[src/rtl/room_pkg.sv]
// Shared room/door encodings and the 4x2 room-grid neighbour function.
// Used by room_sequencer, the player block and level_rom.
package room_pkg;

    typedef enum logic [2:0] {
        NONE  = 3'd0,
        EAST  = 3'd1,
        WEST  = 3'd2,
        NORTH = 3'd3,
        SOUTH = 3'd4
    } door_e;

    typedef enum logic [1:0] {
        IDLE     = 2'd0,
        FADE_OUT = 2'd1,
        SWAP     = 2'd2,
        FADE_IN  = 2'd3
    } room_state_e;

    localparam logic [3:0] FADE_MAX = 4'd15;

    // Room bit [2] is the row, bits [1:0] the column; both axes wrap.
    function automatic logic [2:0] next_room(input logic [2:0] room, input door_e d);
        logic [1:0] col;
        logic       row;
        col = room[1:0];
        row = room[2];
        case (d)
            EAST:         col = col + 2'd1;
            WEST:         col = col - 2'd1;
            NORTH, SOUTH: row = ~row;
            default:      ;
        endcase
        return {row, col};
    endfunction

endpackage

[src/rtl/frame_step_gen.sv]
// Frame-tick edge detector plus fade step divider (divider only with ROOM_FADE_EN).
// Latency: tick/step are combinational from frame_clk; no backpressure, clear has priority.
// Backpressure: none; frame ticks arriving outside count_en are ignored by the divider.
module frame_step_gen #(
    parameter logic [3:0] FRAMES_PER_STEP = 4'd2
) (
    input  logic Clk,
    input  logic Reset,
    input  logic frame_clk,
    input  logic clear,
    input  logic count_en,
    output logic tick,
    output logic step
);

    logic frame_clk_d;

    always_ff @(posedge Clk or posedge Reset) begin
        if (Reset) frame_clk_d <= 1'b0;
        else       frame_clk_d <= frame_clk;
    end

    assign tick = frame_clk & ~frame_clk_d;

`ifdef ROOM_FADE_EN
    logic [3:0] step_cnt;

    assign step = tick & count_en & ((step_cnt + 4'd1) == FRAMES_PER_STEP);

    always_ff @(posedge Clk or posedge Reset) begin
        if (Reset)                  step_cnt <= 4'd0;
        else if (clear || step)     step_cnt <= 4'd0;
        else if (tick && count_en)  step_cnt <= step_cnt + 4'd1;
    end
`else
    assign step = 1'b0;
    wire unused_ctl = clear | count_en | (|FRAMES_PER_STEP);
`endif

endmodule

[src/rtl/room_sequencer.sv]
// Room transition sequencer: door tick -> fade out -> room swap -> fade in (ROOM_FADE_EN; else direct swap).
// Latency: freeze rises 1 Clk after the qualifying tick; room updates on the Clk after SWAP.
// Backpressure: none; doors seen outside IDLE are dropped, not queued.
module room_sequencer
    import room_pkg::*;
#(
    parameter logic [2:0] START_ROOM      = 3'd0,
    parameter logic [3:0] FRAMES_PER_STEP = 4'd2
) (
    input  logic       Clk,
    input  logic       Reset,
    input  logic       frame_clk,
    input  logic [2:0] doorcode,
    output logic [2:0] room,
    output logic [3:0] fade_level,
    output logic       freeze,
    output logic       room_changed
);

    room_state_e state, nxt;
    door_e       door_q;
    logic        tick, step, clear, count_en, door_valid;

    assign door_valid = (doorcode >= 3'd1) && (doorcode <= 3'd4);
    assign clear      = (nxt != state);
`ifdef ROOM_FADE_EN
    assign count_en   = (state == FADE_OUT) || (state == FADE_IN);
`else
    assign count_en   = 1'b0;
    assign fade_level = FADE_MAX;
    wire unused_step  = step;
`endif

    frame_step_gen #(
        .FRAMES_PER_STEP(FRAMES_PER_STEP)
    ) u_step_gen (
        .Clk      (Clk),
        .Reset    (Reset),
        .frame_clk(frame_clk),
        .clear    (clear),
        .count_en (count_en),
        .tick     (tick),
        .step     (step)
    );

    always_comb begin
        nxt = state;
        case (state)
`ifdef ROOM_FADE_EN
            IDLE:     if (tick && door_valid) nxt = FADE_OUT;
            FADE_OUT: if (step && fade_level == 4'd1) nxt = SWAP;
            SWAP:     nxt = FADE_IN;
            FADE_IN:  if (step && fade_level == FADE_MAX - 4'd1) nxt = IDLE;
`else
            IDLE:     if (tick && door_valid) nxt = SWAP;
            SWAP:     nxt = IDLE;
`endif
            default:  nxt = IDLE;
        endcase
    end

    // freeze is registered from next-state so motion stops on the cycle after the tick.
    always_ff @(posedge Clk or posedge Reset) begin
        if (Reset) begin
            state        <= IDLE;
            room         <= START_ROOM;
            freeze       <= 1'b0;
            room_changed <= 1'b0;
            door_q       <= NONE;
`ifdef ROOM_FADE_EN
            fade_level   <= FADE_MAX;
`endif
        end else begin
            state        <= nxt;
            freeze       <= (nxt != IDLE);
            room_changed <= 1'b0;
            case (state)
                IDLE: if (nxt != IDLE) door_q <= door_e'(doorcode);
`ifdef ROOM_FADE_EN
                FADE_OUT: if (step) fade_level <= fade_level - 4'd1;
                FADE_IN:  if (step) fade_level <= fade_level + 4'd1;
`endif
                SWAP: begin
                    room         <= next_room(room, door_q);
                    room_changed <= 1'b1;
                end
                default: ;
            endcase
        end
    end

endmodule

[config.mk]
export PLATFORM = sky130hd
export DESIGN_NAME = room_sequencer
export DESIGN_NICKNAME = d
export VERILOG_FILES = /design/src/rtl/room_pkg.sv /design/src/rtl/frame_step_gen.sv /design/src/rtl/room_sequencer.sv
export SDC_FILE = /design/constraint.sdc
export NUM_CORES = 1
export LEC_CHECK = 0
export ABC_AREA = 1
export CAP_MARGIN = 20
export CORE_AREA = 3 3 40 42
export CTS_BUF_LIST = sky130_fd_sc_hd__clkbuf_4
export CTS_CLUSTER_SIZE = 30
export DETAILED_ROUTE_END_ITERATION = 7
export DIE_AREA = 0 0 43 45
export PLACE_DENSITY = 0.81
export SYNTH_ARGS = -nofsm -noshare
export SYNTH_HDL_FRONTEND = slang
export SYNTH_SLANG_ARGS = --single-unit
[constraint.sdc]
create_clock -name Clk -period 1.2 [get_ports Clk]
set_clock_uncertainty 0.1 [all_clocks]
set_input_delay 0.24 -clock Clk [delete_from_list [all_inputs] [get_ports Clk]]
set_output_delay 0.24 -clock Clk [all_outputs]
set_load 0.02 [all_outputs]
* After elaboration in Yosys (flattened, before gate mapping) *
Cells that the tools add are included.

operators by class
  shift-type cells = 0
  muxes and demuxes = 4
  eq/ne operators = 5
  div/mod/pow operators = 0
  $add $sub $neg = 2
  reductions and logical operators = 9
  $lt $le $gt $ge = 2
  $mul = 0
  bitwise gates (word level) = 3

operators by type and width
  kind                                                                    count
  3-bit by 2-bit equality test with 1-bit output (second input constant)  2
  2-bit AND reduction                                                     3
  2-bit two-way mux                                                       2
  2-bit case mux with 2 select lines                                      1
  2-bit nonzero test                                                      2
  3-bit by 1-bit equality test with 1-bit output (second input constant)  1
  3-bit equality test (second input constant)                             1
  3-bit by 1-bit >= comparator with 1-bit output (second input constant)  1
  3-bit <= comparator (second input constant)                             1
  2-bit by 1-bit adder with 2-bit output (second input constant)          1
  2-bit equality test (second input constant)                             1
  1-bit logical AND                                                       2
  2-bit logical NOT                                                       1
  1-bit NOT                                                               2
  2-bit OR reduction                                                      1
  2-bit by 1-bit subtractor with 2-bit output (second input constant)     1
  1-bit AND                                                               1
  1-bit two-way mux                                                       1

word-level totals
  input port bits = 6
  memories kept = 0
  bits in writable memories = 0
  word-level logic and storage cells = 32
  ROM bits = 0
  bits in latches = 0
  output and inout port bits = 9
  flip-flop bits (word level) = 11

* Depth between registers and ports, before layout *
  depth after elaboration = 7
  depth in mapped cells = 7
  gate-level depth less buffers = 7

* Hierarchy *
From an unflattened synthesis, not the netlist that was laid out.

second synthesis, totals
  cell total of the unflattened synthesis = 65
  area total of the unflattened synthesis = 563.0 um^2

by module, submodules not included
  module          times used  cells an instance  area each (um^2)  sequential area each (um^2)
  room_sequencer  1           59                 513.0             250.2
  frame_step_gen  1           6                  50.0              25.0

* Worst setup path after synthesis *
OpenSTA, ideal clock, no wires.

  path kind = register to register
  start = register state[0]
  end = register door_q[0]
  data required time = 0.983 ns
  period minus slack after synthesis = 1.128 ns
  path buffers = 0
  library setup time = 0.117 ns
  data arrival time = 0.911 ns
  stages on the path, launching flop included = 5
  slack = 0.072 ns
  cells stage by stage = dfrtp_1 -> nor3_4 -> nand3_1 -> nand2_1 -> nand2_1

on the way
  cells in the longest elaborated chain, start to end = 4
  elaborated cells on any way between the ends = 5
  classes of those cells = 2 x mux; 3 x reduce/logical

RTL lines
  element                                                 line                                                              text
  start, declared                                         room_sequencer.sv:20                                              room_state_e state, nxt;
  start signal, assigned                                  room_sequencer.sv:74                                              state <= nxt;
  2-bit two-way mux or 2-bit logical NOT (tied branches)  room_sequencer.sv:55, room_sequencer.sv:48, room_sequencer.sv:77
  2-bit two-way mux                                       room_sequencer.sv:48                                              case (state)
  2-bit nonzero test                                      room_sequencer.sv:78                                              IDLE: if (nxt != IDLE) door_q <= door_e'(doorcode);
  2-bit AND reduction (no line) *                         n/a
  end signal, assigned                                    room_sequencer.sv:78
  end, declared                                           room_sequencer.sv:21                                              door_e door_q;

Mark *: on every way between the ends. The rest lies on a longest branch, timed or not.
A chain may end at the register's enable or synchronous reset.

* Worst setup path after layout *
  start = register room[0]
  end = output port room[0]

RTL lines
  element                 line                  text
  start, declared         room_sequencer.sv:14  output logic [2:0] room,
  start signal, assigned  room_sequencer.sv:84  room <= next_room(room, door_q);

No word-level cell between the ends.

==> impl_metrics.toml <==
[pwr]
power_w = 0.00116
ir_worst_vdd_uv = 493
power_density_nw_per_um2 = 1650
p_leak_nw = 0.382

[global_routing]
grtUsageTotal_pct = 10.5
grt_pass1_vias = 352
grt_max_degree = 12
antenna_found_initial = 0
gr-total-overflow = 0
grt_pass1_wl_um = 1410

[timing]
layout_setup_ws_ns = 0.0425
setup_tns_ns = 0
rsz0062_at_grt = "true"
min_period_over_period_pct = 96.5
final-setup-viol-count = 0
max_freq_ghz = 0.864
hold_viol = 0
drv_slew = 0
post-route-min-period_ns = 1.16

[die]
die_area_um2 = 1940
die_x_um = 43
fp.dieH_um = 45
io_pins = 15
fp-row-count = 13
coreArea_um2 = 1280
start_util_pct = 41.8

[routing]
detail-route-antenna-nets = 0
vias_per_cell = 4.51
drt_iter0_drc = 9
via_count = 424
post-route-drc-count = 0
drtPass1Iterations = 4
wire_per_inst_um = 9.62
wl_um = 904

[worst_setup_path]
critPathSlowestCell = "dfrtp_1"
path_cells = "buf_2"
crit_family = "flip-flops"
critical_path_buf_inv_count = 1
critPathMaxFanout = 2
critPathLaunchType = "flop"
end_kind = "output port"
crit_type = "flop to output port"
required_ns = 0.86
cp.arrival_ns = 0.82
slowest_delay_ns = 0.39

[cts]
cts_buffers = 3
cts_max_level = 1
clockBufferDepth = 2
cts_tree = "yes"
ctsRootBufferMaster = "clkbuf_4"
clkTransAtPathRegs_ns = 0.07
cts_sinks = 11
worstSkewPairLatency_ns = 0.27

[finish]
diodes = 0
layout_common_cells = "nand2_1 (13), inv_1 (11), dfrtp_1 (10)"
layout-drive-gt1-share_pct = 30.4
fin_nets = 86
instances_no_fill = 94
syn2layout_area_growth_pct = 30.5
layout_commonest_cell = "nand2_1"
fin_area_um2 = 701

[place]
post-place-ws_ns = -0.279
portBuffers = 10
hpwlAfterDp_um = 665
dpl.cell_count = 90
placed_area_um2 = 682
gp_congestion = 0.752

[logic_synthesis]
synthCells = 60
synth_warnings = 0
synth.cell_area_um2 = 537
synth_cell_type_count = 15
avgSynthCellArea_um2 = 8.95
ys_ff_latch = 11
ys_seq_area_share_pct = 51.3

[min_path]
hp-class = "primary input to async pin"

[job]
drv_cap = 0

[run_status]
status = "finished, final reports clean"
[metal layers]
metal	vias to the layer above	track usage (%)	share of wire, %
li1	214	-	-
met1	188	11.8	43
met2	18	15.3	44
met3	4	2.39	7.6
met4	0	12.7	4.8
met5	-	0	0
[Yosys cell counts]
cell type  instances  share of area [%]
o21ai_1            1               0.93
nand3b_1           1                1.4
xnor2_1            1                1.6
nand2_1           14                9.8
dfrtp_1           11                 51
nand3_1            4                3.7
inv_1             11                7.7
inv_2              1               0.70
nor3_4             1                3.0
buf_4              4                5.6
xor2_1             1                1.6
nand4_1            5                5.8
conb_1             2                1.4
nor2_4             2                4.2
nand2_2            1                1.2
[report_power, final]
part / total (W) / switching (W) / internal (W) / leakage (nW)
sequential: 0.000489 / 0.0000457 / 0.000443 / 0.141
clock: 0.000277 / 0.000126 / 0.000151 / 0.0184
combinational: 0.000390 / 0.000223 / 0.000167 / 0.223
[through the flow]
stage,hold slack (ns),utilization (%)
after detailed placement,0.387,53.1
after global placement,0.397,53.1
after global routing,0.206,54.5
after floorplan,-0.00756,-
final,0.167,54.5
after CTS,0.180,53.5
[cell families after synthesis]
group | Yosys count | synth area share (%)
xor+xnor | 2 | 3.26
buf+inv | 16 | 14.0
compound gates | 1 | 0.932
flops | 11 | 51.3
other cells | 2 | 1.40
simple gates | 28 | 29.1
[worst paths after layout]
check | endpoint | start | cells past startpoint | slack (ns)
max in group asynchronous | state[0] | Reset | 2 | 0.52
min in group Clk | u_step_gen.frame_clk_d | frame_clk | 1 | 0.36
worst min-delay path | room[2] | Reset | 2 | 0.17
worst min register to register | door_q[2] | door_q[2] | 2 | 0.40
worst max register to register | room[1] | state[0] | 6 | 0.04
worst max-delay path | room[0] | room[0] | 1 | 0.04
[flip-flops by register name, summed over array words and instances (netlist names)]
| signal | cells |
|---|---|
| door_q | 3 |
| freeze | 1 |
| room | 3 |
| room_changed | 1 |
| state | 2 |
| u_step_gen.frame_clk_d | 1 |
[layout make-up]
cell class / count / area, µm²
clock buffer: 4 / 30.0
fill: 125 / 584
inverter: 12 / 45.0
multi-input combinational: 36 / 210
sequential: 11 / 277
tap: 15 / 18.8
timing repair buffer: 16 / 120
[timing repair]
action | 4_1_cts | 5_1_grt
endpoints found under the setup margin | 5 | 4
hold buffers | 0 | 0
resized for setup | 20 | 4
setup buffers | 0 | 0
No activity file was read; power rests on OpenSTA's default activity.
